[config.mk]
export PLATFORM = sky130hd
export DESIGN_NAME = tick_divider_multi_flat
export DESIGN_NICKNAME = d
export VERILOG_FILES = /design/src/rtl/tick_divider_multi_if.sv /design/src/rtl/tick_divider_multi.sv /design/src/flat_wrapper.sv
export SDC_FILE = /design/constraint.sdc
export NUM_CORES = 1
export LEC_CHECK = 0
export BUFFER_PORTS_ARGS = -buffer_cell sky130_fd_sc_hd__buf_4
export CORE_AREA = 2 2 201 203
export CTS_CLUSTER_SIZE = 12
export DETAILED_ROUTE_END_ITERATION = 10
export DIE_AREA = 0 0 203 205
export PLACE_DENSITY = 0.49
export SYNTH_ARGS = -nofsm -noshare
export SYNTH_HDL_FRONTEND = slang
export SYNTH_SLANG_ARGS = --single-unit
[constraint.sdc]
create_clock -name i_clk -period 9.1 [get_ports i_clk]
set_clock_uncertainty 0.15 [all_clocks]
set_input_delay 0.455 -clock i_clk [delete_from_list [all_inputs] [get_ports i_clk]]
set_output_delay 0.455 -clock i_clk [all_outputs]
set_load 0.1 [all_outputs]
[src/rtl/tick_divider_multi_if.sv]
// Control and status bundle for tick_divider_multi.
//   i_ch_en    per-channel enable (low holds the channel idle)
//   i_oneshot  per-channel mode: 0 = periodic, 1 = one-shot
//   i_start    one-cycle pulse, arms or retriggers a one-shot channel
//   i_load     one-cycle pulse, captures i_div into the channel's shadow divisor
//   i_div      shared divisor value
//   i_sync_clr restarts all enabled channels phase-aligned
//   o_tick     one-cycle clock-enable pulse at each period end
//   o_sq       square wave, high for the first ceil(D/2) counts
//   o_busy     one-shot channel armed and counting
// master = driver of the controls, slave = the divider.
interface tick_divider_multi_if #(
    parameter int NUM_CH = 2,
    parameter int CNT_W  = 26
);
    logic [NUM_CH-1:0] i_ch_en;
    logic [NUM_CH-1:0] i_oneshot;
    logic [NUM_CH-1:0] i_start;
    logic [NUM_CH-1:0] i_load;
    logic [CNT_W-1:0]  i_div;
    logic              i_sync_clr;
    logic [NUM_CH-1:0] o_tick;
    logic [NUM_CH-1:0] o_sq;
    logic [NUM_CH-1:0] o_busy;

    modport master (
        output i_ch_en, i_oneshot, i_start, i_load, i_div, i_sync_clr,
        input  o_tick, o_sq, o_busy
    );

    modport slave (
        input  i_ch_en, i_oneshot, i_start, i_load, i_div, i_sync_clr,
        output o_tick, o_sq, o_busy
    );
endinterface

[src/rtl/tick_divider_multi.sv]
// Multi-channel clock divider producing clock-enable ticks and square waves.
// Each channel divides i_clk by a runtime-loadable divisor D (clamped to >= 2),
// running either periodically or as a retriggerable one-shot.
// Ports:
//   i_clk    system clock
//   i_rst_n  asynchronous active-low reset (deassertion synchronised internally)
//   bus      tick_divider_multi_if.slave control/status bundle

// One divider channel. The counter runs 0..D-1; all outputs are registered
// from next-state values so they line up with the counter.
module tick_divider_ch #(
    parameter int               CNT_W = 26,
    parameter logic [CNT_W-1:0] DEF_D = CNT_W'(2)
) (
    input  logic             i_clk,
    input  logic             i_rst_n,
    input  logic             i_en,
    input  logic             i_oneshot,
    input  logic             i_start,
    input  logic             i_load,
    input  logic             i_sync_clr,
    input  logic [CNT_W-1:0] i_div,
    output logic             o_tick,
    output logic             o_sq,
    output logic             o_busy
);
    typedef enum logic {IDLE, RUN} state_t;

    state_t           state_q, state_d;
    logic [CNT_W-1:0] cnt_q, cnt_d;
    logic [CNT_W-1:0] div_q, div_d;
    logic [CNT_W-1:0] shadow_q, shadow_d;
    logic             mode_q, mode_d;
    logic             tick_q, tick_d;
    logic             sq_q, sq_d;
    logic             busy_q, busy_d;
    logic             wrap;

    function automatic logic [CNT_W-1:0] clamp(input logic [CNT_W-1:0] v);
        return (v < CNT_W'(2)) ? CNT_W'(2) : v;
    endfunction

    // ceil(d/2) without needing an extra bit
    function automatic logic [CNT_W-1:0] half(input logic [CNT_W-1:0] d);
        return (d >> 1) + {{(CNT_W-1){1'b0}}, d[0]};
    endfunction

    always_ff @(posedge i_clk or negedge i_rst_n) begin
        if (!i_rst_n) begin
            state_q  <= IDLE;
            cnt_q    <= '0;
            div_q    <= DEF_D;
            shadow_q <= DEF_D;
            mode_q   <= 1'b0;
            tick_q   <= 1'b0;
            sq_q     <= 1'b0;
            busy_q   <= 1'b0;
        end else begin
            state_q  <= state_d;
            cnt_q    <= cnt_d;
            div_q    <= div_d;
            shadow_q <= shadow_d;
            mode_q   <= mode_d;
            tick_q   <= tick_d;
            sq_q     <= sq_d;
            busy_q   <= busy_d;
        end
    end

    always_comb begin
        state_d  = state_q;
        cnt_d    = cnt_q;
        div_d    = div_q;
        mode_d   = mode_q;
        tick_d   = 1'b0;
        shadow_d = i_load ? clamp(i_div) : shadow_q;
        wrap     = (state_q == RUN) && (cnt_q == div_q - CNT_W'(1));

        // shadow_d (not shadow_q) is applied so a load landing on the same
        // edge as a wrap already governs the period that starts there.
        if (!i_en) begin
            state_d = IDLE;
            cnt_d   = '0;
            div_d   = shadow_d;
            mode_d  = i_oneshot;
        end else if (state_q == IDLE) begin
            // Periodic channels leave IDLE on the first enabled edge; one-shots
            // wait for i_start. Either way counting begins at 0 on that edge.
            cnt_d  = '0;
            div_d  = shadow_d;
            mode_d = i_oneshot;
            if (!i_oneshot || i_start) state_d = RUN;
        end else if (i_sync_clr) begin
            cnt_d = '0;
            div_d = shadow_d;
        end else if (i_start && mode_q) begin
            cnt_d = '0;
        end else if (wrap) begin
            // Mode changes requested while running are adopted here; a channel
            // that is (or becomes) one-shot returns to IDLE at its period end.
            cnt_d  = '0;
            tick_d = 1'b1;
            div_d  = shadow_d;
            mode_d = i_oneshot;
            if (i_oneshot) state_d = IDLE;
        end else begin
            cnt_d = cnt_q + CNT_W'(1);
        end

        busy_d = (state_d == RUN) && mode_d;
        sq_d   = (state_d == RUN) && (cnt_d < half(div_d));
    end

    assign o_tick = tick_q;
    assign o_sq   = sq_q;
    assign o_busy = busy_q;
endmodule

module tick_divider_multi #(
    parameter int NUM_CH      = 2,
    parameter int CNT_W       = 26,
    parameter int DEFAULT_DIV = 50000000
) (
    input  logic                 i_clk,
    input  logic                 i_rst_n,
    tick_divider_multi_if.slave  bus
);
    localparam logic [CNT_W-1:0] DEF_RAW = CNT_W'(DEFAULT_DIV);
    localparam logic [CNT_W-1:0] DEF_D   = (DEF_RAW < CNT_W'(2)) ? CNT_W'(2) : DEF_RAW;

    // Reset asserts asynchronously and releases two edges later, so no
    // channel flop sees a reset release close to a clock edge.
    logic [1:0]        rst_sync_q;
    logic              rst_int_n;
    logic [NUM_CH-1:0] tick_w, sq_w, busy_w;

    always_ff @(posedge i_clk or negedge i_rst_n) begin
        if (!i_rst_n) rst_sync_q <= 2'b00;
        else          rst_sync_q <= {rst_sync_q[0], 1'b1};
    end
    assign rst_int_n = rst_sync_q[1];

    for (genvar k = 0; k < NUM_CH; k++) begin : g_ch
        tick_divider_ch #(
            .CNT_W (CNT_W),
            .DEF_D (DEF_D)
        ) u_ch (
            .i_clk      (i_clk),
            .i_rst_n    (rst_int_n),
            .i_en       (bus.i_ch_en[k]),
            .i_oneshot  (bus.i_oneshot[k]),
            .i_start    (bus.i_start[k]),
            .i_load     (bus.i_load[k]),
            .i_sync_clr (bus.i_sync_clr),
            .i_div      (bus.i_div),
            .o_tick     (tick_w[k]),
            .o_sq       (sq_w[k]),
            .o_busy     (busy_w[k])
        );
    end

    assign bus.o_tick = tick_w;
    assign bus.o_sq   = sq_w;
    assign bus.o_busy = busy_w;
endmodule

[src/flat_wrapper.sv]
// flat-port wrapper written by rule: the top's interface ports become plain ports
module tick_divider_multi_flat 
#(
    parameter int NUM_CH      = 2,
    parameter int CNT_W       = 26,
    parameter int DEFAULT_DIV = 50000000
)
  (i_clk, i_rst_n, bus_i_ch_en, bus_i_oneshot, bus_i_start, bus_i_load, bus_i_div, bus_i_sync_clr, bus_o_tick, bus_o_sq, bus_o_busy);
  tick_divider_multi_if #(.NUM_CH(NUM_CH), .CNT_W(CNT_W)) bus_i ();
  input  logic i_clk;
  input  logic i_rst_n;
  input wire logic [$bits(bus_i.i_ch_en)-1:0] bus_i_ch_en;
  input wire logic [$bits(bus_i.i_oneshot)-1:0] bus_i_oneshot;
  input wire logic [$bits(bus_i.i_start)-1:0] bus_i_start;
  input wire logic [$bits(bus_i.i_load)-1:0] bus_i_load;
  input wire logic [$bits(bus_i.i_div)-1:0] bus_i_div;
  input wire logic [$bits(bus_i.i_sync_clr)-1:0] bus_i_sync_clr;
  output wire logic [$bits(bus_i.o_tick)-1:0] bus_o_tick;
  output wire logic [$bits(bus_i.o_sq)-1:0] bus_o_sq;
  output wire logic [$bits(bus_i.o_busy)-1:0] bus_o_busy;
  assign bus_i.i_ch_en = bus_i_ch_en;
  assign bus_i.i_oneshot = bus_i_oneshot;
  assign bus_i.i_start = bus_i_start;
  assign bus_i.i_load = bus_i_load;
  assign bus_i.i_div = bus_i_div;
  assign bus_i.i_sync_clr = bus_i_sync_clr;
  assign bus_o_tick = bus_i.o_tick;
  assign bus_o_sq = bus_i.o_sq;
  assign bus_o_busy = bus_i.o_busy;
  tick_divider_multi #(.NUM_CH(NUM_CH), .CNT_W(CNT_W), .DEFAULT_DIV(DEFAULT_DIV)) u_core (.i_clk(i_clk), .i_rst_n(i_rst_n), .bus(bus_i));
endmodule
==> flow_summary.yaml <==
drt:
  dr_total_vias: 8850
  final_antenna_net_count: 0
  wl_per_cell_um: 17.74
  drt-initial-drc-count: 484
  wirelength_um: 31520
  drt_first_pass_iters: 5
  route.detailed.drc: 0
  viasPerCell: 4.980
grt:
  grt_pass1_wl_um: 50830
  grt_pass1_vias: 9266
  grt.overflow.total: 0
  grt_usage_pct: 15.71
  grt_max_degree: 58
  antenna_found_initial: 1
setup_path:
  endpoint_kind: "flip-flop"
  critPathMaxFanout: 13
  arrival_ns: 7.46
  startpoint_type: "flip-flop"
  cpMaxStageDelayCell: "or4_1"
  required_ns: 9.31
  worstSetupPathType: "flip-flop to flip-flop"
  crit_top_cell: "a21o_1"
  critPathMaxStageDelay_ns: 0.67
synth:
  synthArstFlopShare_pct: 100.0
  synth_compound_area_share_pct: 7.846
  ys_ff_latch: 168
  synthTopCellsByArea: "dfrtp_1, dfstp_2, mux2_2"
  synth-xor-area-share_pct: 11.66
  syn_area_sq_um: 11690
  synth_edf_count: 0
  synth_fp_nets: 1327
  synthCells: 1232
  synth_top_family_by_area: "simple AND/OR/NAND/NOR gates"
  synthSimpleGateAreaFrac_pct: 21.07
  synth-warning-count: 0
  synthAdderAreaFrac_pct: 6.209
  synthMuxAreaShare_pct: 12.92
  syn-mean-instance-area_sq_um: 9.488
  synth_top_cell_area_share_pct: 25.69
  synth_ff_type: "dfrtp_1"
  ys_seq_area_share_pct: 36.48
  ys_types: 67
  synth_top_area_cell: "dfrtp_1"
die:
  die_y_um: 205
  die_w_um: 203
  fp-row-count: 73
  core_region_area_sq_um: 39370
  ios: 43
  dieArea_sq_um: 41620
  start_util_pct: 29.69
sta:
  final-setup-viol-count: 0
  drv_slew: 0
  worst_pin_slew_ns: 0.7920
  fmax_ghz: 0.1380
  rsz0062_at_grt: "false"
  period_share_pct: 79.66
  hold_viol_final: 0
  timing.slew.headroom_pct: 47.20
  setup_tns_ns: 0
  setup_ws_ns: 1.851
  period_needed_ns: 7.249
power_and_ir_drop:
  power_density_nw_per_um2: 151.4
  p_leak_nw: 5.462
  ir_drop_mv: 0.1304
worst_hold_path:
  hold_class: "input port to flip-flop"
placed_design:
  place_congestion: 0.8857
  io_buffers: 42
  dp.cells: 1744
  dp_slack_ns: 1.946
  dpl.hpwl_um: 24860
finish:
  syn2layout_area_growth_pct: 11.21
  drive_gt1_share_pct: 18.93
  antennaDiodeCount: 0
  instances_no_fill: 1777
  nNetsFinal: 1334
clock_tree:
  path_clk_slew_ns: 0.07
  cts_root_buffer: "clkbuf_16"
  clock_latency_ns: 0.44
  numClockSinks: 168
  cts-htree-levels: 4
  clock_path_buffers: 2
  numCtsBuffers: 17
  post-cts-setup-buffers: 0
  tritoncts: "built"
job:
  drv_cap: 0
status:
  status: "finished clean"
-- flip-flops by register name, indices dropped and copies added, names as in the netlist --
signal and flops:
u_core.g_ch.u_ch.cnt_q 52, u_core.g_ch.u_ch.div_q 52, u_core.g_ch.u_ch.mode_q 2, u_core.g_ch.u_ch.o_busy 2, u_core.g_ch.u_ch.o_sq 2, u_core.g_ch.u_ch.o_tick 2
u_core.g_ch.u_ch.shadow_q 52, u_core.g_ch.u_ch.state_q 2, u_core.rst_sync_q 2
-- logic make-up (layout without fill, tap and decap cells) --
kind of cell,count (synthesis),count (layout)
compound gates,139,139
simple gates,474,474
other cells,1,1
mux,139,139
fa+ha+maj,58,58
xor+xnor,154,154
buf+inv,99,119
flops,168,168
-- final cells by class --
cell class                 count  area (sq um)
fill                        4015         26370
timing repair buffer          50         377.9
sequential                   168          4268
clock inverter                12         117.6
tap                          525         656.9
multi-input combinational    965          6993
inverter                      37         138.9
clock buffer                  20         446.7
-- report_power, final --
group	leakage, nW	switching [mW]	total [mW]	internal, mW
Sequential	2.03	0.0792	0.898	0.819
Combinational	3.16	0.195	0.347	0.152
Clock	0.270	0.334	0.723	0.389
-- cell usage in the layout (no fill, tap or decap), types with 37 or more instances in the layout --
cell and count:
dfrtp_1 119, nor2_1 118, mux2_2 95, xnor2_1 87, nand2_1 76, xor2_1 66, nand3_1 64, ha_1 58
buf_4 49, dfstp_2 48, mux2i_1 44, inv_1 37
-- per-layer routing --
layer | GRT usage [%] | routed length, um | share of wire (%)
met1 | 19.30 | 14070 | 45
met2 | 27.36 | 15580 | 49
met5 | 0 | 13 | 0.041
met4 | 6.517 | 1101 | 3.5
met3 | 2.514 | 757 | 2.4
-- synthesized netlist by cell type (4+ instances only) --
cell	count
buf_4	10
mux2i_1	44
nor4_1	22
or4_1	14
inv_1	37
nand4_1	29
nor2b_1	10
xor2_1	66
o21a_1	4
a31oi_1	8
nor2_1	118
dfstp_2	48
a21o_1	24
mux2_2	95
o21ai_0	33
or2_2	5
and3_1	35
a211oi_1	5
xnor2_1	87
and2_1	6
nand3_1	64
nand3b_1	12
ha_1	58
clkbuf_1	38
and4_1	9
dfrtp_1	120
a21oi_1	28
buf_2	9
nor3_1	33
o31ai_1	4
nand2_1	76
nand2b_1	12
o311ai_0	4
or3_1	13
-- worst max-delay path, delay by kind of cell (launching register included) --
family          cells  cell delay (ns)
xor+xnor            1             0.20
compound gates     11             2.11
flops               1             0.51
mux                 2             0.46
fa+ha+maj           3             0.80
simple gates       11             2.94
-- through the flow --
| stage | area (sq um) | total power [mW] | utilization, % | hold WS, ns |
|---|---|---|---|---|
| after global placement | 12420 | 1.256 | 31.56 | 0.08834 |
| after floorplan | 11690 | 1.144 | - | 0.009409 |
| after detailed placement | 12420 | 1.260 | 31.56 | 0.08848 |
| after global routing | 13000 | 2.075 | 33.02 | 0.09557 |
| final | 13000 | 1.968 | 33.02 | 0.1032 |
| after CTS | 13000 | 1.998 | 33.02 | 0.09356 |
-- worst paths after layout --
kind / startpoint / end / slack, ns / cells after the start
min in group asynchronous: i_rst_n / u_core.rst_sync_q[1] / 0.19 / 2
worst min register to register: u_core.rst_sync_q[0] / u_core.rst_sync_q[1] / 0.20 / 0
worst max register to register: u_core.g_ch[0].u_ch.div_q[3] / u_core.g_ch[0].u_ch.o_sq / 1.85 / 28
worst max-delay path: u_core.g_ch[0].u_ch.div_q[3] / u_core.g_ch[0].u_ch.o_sq / 1.85 / 28
max in group asynchronous: u_core.rst_sync_q[1] / u_core.g_ch[1].u_ch.div_q[2] / 7.28 / 1
worst min-delay path: bus_i_oneshot[0] / u_core.g_ch[0].u_ch.mode_q / 0.10 / 3
-- repair_timing --
action	4_1_cts	5_1_grt
gates resized for setup	0	0
hold buffers	1	0
hold endpoints to repair	2	0
Power figures use the tool's default switching activity.
